## src/rtl/stream_packet_arbiter.sv

```systemverilog
//==============================================================================
// stream_packet_arbiter : packet-atomic round-robin mux of N streams to one sink
// Revision: 1.0
//==============================================================================
`default_nettype none

module stream_packet_arbiter #(
   parameter int NUM_SOURCES = 4,
   parameter int DATA_WIDTH  = 64,
   parameter int EMPTY_WIDTH = (DATA_WIDTH / 8 > 1) ? $clog2(DATA_WIDTH / 8) : 1,
   parameter int CHAN_WIDTH  = (NUM_SOURCES > 1) ? $clog2(NUM_SOURCES) : 1
) (
   input  logic                               clk,
   input  logic                               reset,
   input  logic [NUM_SOURCES-1:0]             in_valid,
   output logic [NUM_SOURCES-1:0]             in_ready,
   input  logic [NUM_SOURCES*DATA_WIDTH-1:0]  in_data,
   input  logic [NUM_SOURCES-1:0]             in_sop,
   input  logic [NUM_SOURCES-1:0]             in_eop,
   input  logic [NUM_SOURCES*EMPTY_WIDTH-1:0] in_empty,
   output logic                               out_valid,
   input  logic                               out_ready,
   output logic [DATA_WIDTH-1:0]              out_data,
   output logic                               out_sop,
   output logic                               out_eop,
   output logic [EMPTY_WIDTH-1:0]             out_empty,
   output logic [CHAN_WIDTH-1:0]              out_channel,
   output logic [31:0]                        pkt_count,
   output logic                               proto_err
);

   localparam logic [CHAN_WIDTH-1:0] LAST_SRC = CHAN_WIDTH'(NUM_SOURCES - 1);

   typedef enum logic [0:0] {
      IDLE   = 1'b0,
      LOCKED = 1'b1
   } state_t;

   state_t                  state;
   state_t                  state_next;
   logic [CHAN_WIDTH-1:0]   grant;
   logic [CHAN_WIDTH-1:0]   grant_next;
   logic [CHAN_WIDTH-1:0]   rr_ptr;
   logic                    found;
   logic                    first_beat;
   logic                    take;
   logic                    accept;
   int                      arb_idx;
   logic [DATA_WIDTH-1:0]   sel_data;
   logic                    sel_sop;
   logic                    sel_eop;
   logic [EMPTY_WIDTH-1:0]  sel_empty;

   // Output register can take a new beat when empty or being drained this edge
   assign take      = !out_valid || out_ready;
   assign sel_data  = in_data[int'(grant)*DATA_WIDTH +: DATA_WIDTH];
   assign sel_empty = in_empty[int'(grant)*EMPTY_WIDTH +: EMPTY_WIDTH];
   assign sel_sop   = in_sop[grant];
   assign sel_eop   = in_eop[grant];
   assign accept    = (state == LOCKED) && in_valid[grant] && take;

   // Search downwards so the lowest offset from rr_ptr wins
   always_comb begin
      found      = 1'b0;
      grant_next = rr_ptr;
      arb_idx    = 0;
      for (int k = NUM_SOURCES - 1; k >= 0; k--) begin
         arb_idx = (int'(rr_ptr) + k) % NUM_SOURCES;
         if (in_valid[CHAN_WIDTH'(arb_idx)]) begin
            found      = 1'b1;
            grant_next = CHAN_WIDTH'(arb_idx);
         end
      end
   end

   always_comb begin
      in_ready = '0;
      if (state == LOCKED) begin
         in_ready[grant] = take;
      end
   end

   always_comb begin
      state_next = state;
      case (state)
         IDLE:    if (found) state_next = LOCKED;
         LOCKED:  if (accept && sel_eop) state_next = IDLE;
         default: state_next = IDLE;
      endcase
   end

   always_ff @(posedge clk or negedge reset) begin
      if (!reset) begin
         state <= IDLE;
      end else begin
         state <= state_next;
      end
   end

   always_ff @(posedge clk or negedge reset) begin
      if (!reset) begin
         grant       <= '0;
         rr_ptr      <= '0;
         first_beat  <= 1'b0;
         out_valid   <= 1'b0;
         out_data    <= '0;
         out_sop     <= 1'b0;
         out_eop     <= 1'b0;
         out_empty   <= '0;
         out_channel <= '0;
         pkt_count   <= '0;
         proto_err   <= 1'b0;
      end else begin
         if (state == IDLE && found) begin
            grant      <= grant_next;
            first_beat <= 1'b1;
         end
         if (accept) begin
            first_beat  <= 1'b0;
            out_valid   <= 1'b1;
            out_data    <= sel_data;
            out_sop     <= sel_sop;
            out_eop     <= sel_eop;
            out_empty   <= sel_empty;
            out_channel <= grant;
            // Only the first beat of a lock may, and must, carry SOP
            if (first_beat != sel_sop) begin
               proto_err <= 1'b1;
            end
            if (sel_eop) begin
               rr_ptr <= (grant == LAST_SRC) ? '0 : grant + 1'b1;
            end
         end else if (out_valid && out_ready) begin
            out_valid <= 1'b0;
         end
         if (out_valid && out_ready && out_eop) begin
            pkt_count <= pkt_count + 32'd1;
         end
      end
   end

endmodule

`default_nettype wire

```

## config.mk

```make
export PLATFORM = sky130hd
export DESIGN_NAME = stream_packet_arbiter
export DESIGN_NICKNAME = d
export VERILOG_FILES = /design/src/rtl/stream_packet_arbiter.sv
export SDC_FILE = /design/constraint.sdc
export NUM_CORES = 1
export LEC_CHECK = 0
export ABC_AREA = 1
export BUFFER_PORTS_ARGS = -buffer_cell sky130_fd_sc_hd__clkbuf_2
export CAP_MARGIN = 25
export CORE_AREA = 2 2 151 153
export DETAILED_ROUTE_END_ITERATION = 16
export DIE_AREA = 0 0 153 155
export GPL_ROUTABILITY_DRIVEN = 0
export PLACE_DENSITY = 0.65
export SLEW_MARGIN = 0
export SYNTH_ARGS = -nofsm -noshare
export SYNTH_HDL_FRONTEND = slang
export SYNTH_SLANG_ARGS = --single-unit
```

## constraint.sdc

```tcl
create_clock -name clk -period 2.7 [get_ports clk]
set_input_delay 0.27 -clock clk [delete_from_list [all_inputs] [get_ports clk]]
set_output_delay 0.27 -clock clk [all_outputs]
set_load 0.01 [all_outputs]
```

==> flow_summary.yaml <==
outcome:
  status: "finished clean"
clock_network:
  cts_inserted_buffers: 9
  worstSkewPairLatency_ns: 0.36
  cts_max_level: 3
  cts_hold_buf: 1
  post_cts_resized: 0
  clk_pin_slew_ns: 0.08
  cts_sinks: 111
  post_cts_buffers: 0
  clock_path_buffers: 2
  root_buffer: "clkbuf_16"
  cts_tree: "yes"
synthesis:
  synth_edf_count: 0
  synthSimpleGateAreaFrac: 0.325
  synth_fa_ha_area_frac: 0.00887
  synth-seq-cells: 111
  synth_top_family_by_area: "simple AND/OR/NAND/NOR gates"
  synth.largest_area_cell: "dfrtp_1"
  synth_nets: 1331
  ys_seq_area_frac: 0.394
  synth_xor_xnor_area_share: 0.0261
  synth.avg_cell_area_sq_um: 6.77
  ys.flop_type: "dfrtp_1"
  synth_area_leaders: "dfrtp_1 (39%), nand2_1 (18%), o21ai_0 (11%)"
  syn_area_sq_um: 7060
  synth_top_area_frac: 0.394
  synth_mux_area_frac: 0
  synth-compound-area-share: 0.175
  netlist_instances: 1043
  ys_warn_count: 0
  ys_types: 33
  ys_async_sr_fraction: 1.00
final_layout:
  drive_gt1_frac: 0.315
  seqCellArea_sq_um: 2780
  layout_common_cells: "clkbuf_2 (390), nand2_1 (334), nor2_1 (180)"
  synthToLayoutAreaGrowth_pct: 35.2
  final_common_cell: "clkbuf_2"
  finalNonFillerCells: 1690
  fin_util: 0.429
  final_nets: 1683
  fillers: 2360
  fin_area_sq_um: 9540
  multiInputGateArea_sq_um: 3780
sta:
  rsz0062_at_grt: "no"
  tns_ns: 0
  post-route-period-util: 0.803
  finalHoldViolCount: 0
  min_period_ns: 2.17
  finalSetupViolCount: 0
  finalClockSkew_ns: 0.00947
  worst_pin_slew_ns: 0.674
  max_freq_mhz: 461
  max_slew_margin: 0.551
  final_max_slew_viol_count: 0
drt:
  drt_wl_total_mm: 27.0
  num_vias: 8344
  via_per_inst: 4.94
  first_pass_iters: 5
  drc: 0
  post_drt_wl_per_cell_um: 16.0
  drtIter0Drc: 559
  antenna_left: 0
grt:
  grt_max_degree: 142
  grt_pass1_wl_mm: 41.9
  grt_pass1_vias: 7877
  grt-ovfl-total: 0
  grtUsageTotal: 0.222
  antenna_found_initial: 5
placement:
  placed_cells: 1668
  dpl_cell_area_sq_um: 9180
  dp_hpwl_mm: 20.7
  io_buffers: 391
setup_path:
  required_ns: 2.43
  start_kind: "register"
  cp-end-kind: "output port"
  cp_top_family: "buffers and inverters"
  cp-startpoint: "grant[0]"
  critical_path_class: "reg -> out"
  path_buf_inv: 3
  r2r_start: "grant[1]"
  reg2reg_depth: 8
  cp_data_arrival_time_ns: 1.90
  worst_path_max_delay_cell: "dfrtp_4"
  cp_max_fo: 141
  path_cells: "inv_4 -> buf_12 -> ha_1 -> nand2_1 -> nor2_1 -> clkbuf_2"
  crit_cells: 6
  slowest_delay_ns: 0.54
die:
  coreArea_sq_um: 22200
  io_pins: 392
  fp.dieH_um: 155
  dieArea_sq_um: 23700
  num_rows: 55
  die_w_um: 153
  start_util: 0.317
pwr:
  p_per_area_nw_per_um2: 1000
  leakage_nw: 5.16
  ir_drop_uv: 642
min_path:
  min_delay_path_depth: 5
  min_path_type: "in -> reg"
  hp-start: "in_data[14]"
flow_run:
  cap_violations: 0
## state kept, by name, summed over array words and instances (netlist names), 2 cells and up
| name | flops |
|---|---|
| grant | 2 |
| out_data | 64 |
| out_channel | 2 |
| rr_ptr | 2 |
| out_empty | 3 |
| pkt_count | 32 |
## tightest hold or removal path, delay by kind of cell
| kind | cells | cell delay [ns] |
|---|---|---|
| AND/OR/NAND/NOR | 3 | 0.15 |
| buffers and inverters | 1 | 0.08 |
| AO/OA/AOI/OAI | 1 | 0.11 |
## layer usage
layer,global-route usage,part of all wire,up-vias
met5,0,0,-
met4,0.106,0.042,0
met3,0.0557,0.078,59
met2,0.360,0.48,378
met1,0.279,0.40,3808
li1,-,-,4099
## final timing paths
check / end / slack [ns]
worst max-delay path: in_ready[2] / 0.53
worst min-delay path: out_data[14] / 0.27
worst max register to register: proto_err / 0.70
worst min register to register: out_data[27] / 0.48
max in group asynchronous: out_data[43] / 1.56
min in group asynchronous: out_empty[0] / 0.40
## through the flow
step	setup WS [ns]	total power [mW]	hold WS, ns
finish	0.532	9.56	0.273
global route	0.370	10.4	0.279
CTS	0.432	9.62	0.256
detailed placement	0.687	8.05	0.239
global placement	0.760	7.97	0.238
floorplan	1.05	6.25	-0.0256
## kinds of logic (layout without fill, tap and decap cells)
| logic type | Yosys count | in the layout |
|---|---|---|
| buffers and inverters | 110 | 467 |
| XOR/XNOR | 21 | 21 |
| flip-flops | 111 | 111 |
| AO/OA/AOI/OAI | 225 | 225 |
| AND/OR/NAND/NOR | 571 | 571 |
| adder cells (fa/ha/maj) | 5 | 5 |
| other | 0 | 5 |
## cell type report
class                   count  area share
multi-input cells         822       0.396
flip-flops and latches    111       0.292
repair buffers            404       0.220
well taps                 285      0.0374
clock buffers              11      0.0265
inverters                  47      0.0187
clock inverters             5     0.00905
diodes                      5     0.00131
## synthesized netlist by cell type, types with 3 or more instances
cell / number
nand3_1: 24
o21ai_0: 150
inv_1: 45
ha_1: 5
buf_6: 8
buf_2: 22
xor2_1: 17
clkbuf_1: 30
xnor2_1: 4
dfrtp_1: 111
nand2_2: 3
nand3_2: 3
o22ai_1: 68
nand3b_1: 3
nor3_1: 10
nor2_1: 180
nand4_1: 5
nand2_1: 334
## power breakdown
group	leakage (nW)	total (mW)	switching (mW)	internal, mW
sequential	1.39	2.79	0.467	2.32
clock	0.167	1.53	0.653	0.876
combinational	3.59	5.24	3.45	1.80
Note: power is estimated with default switching activity, not from simulation.
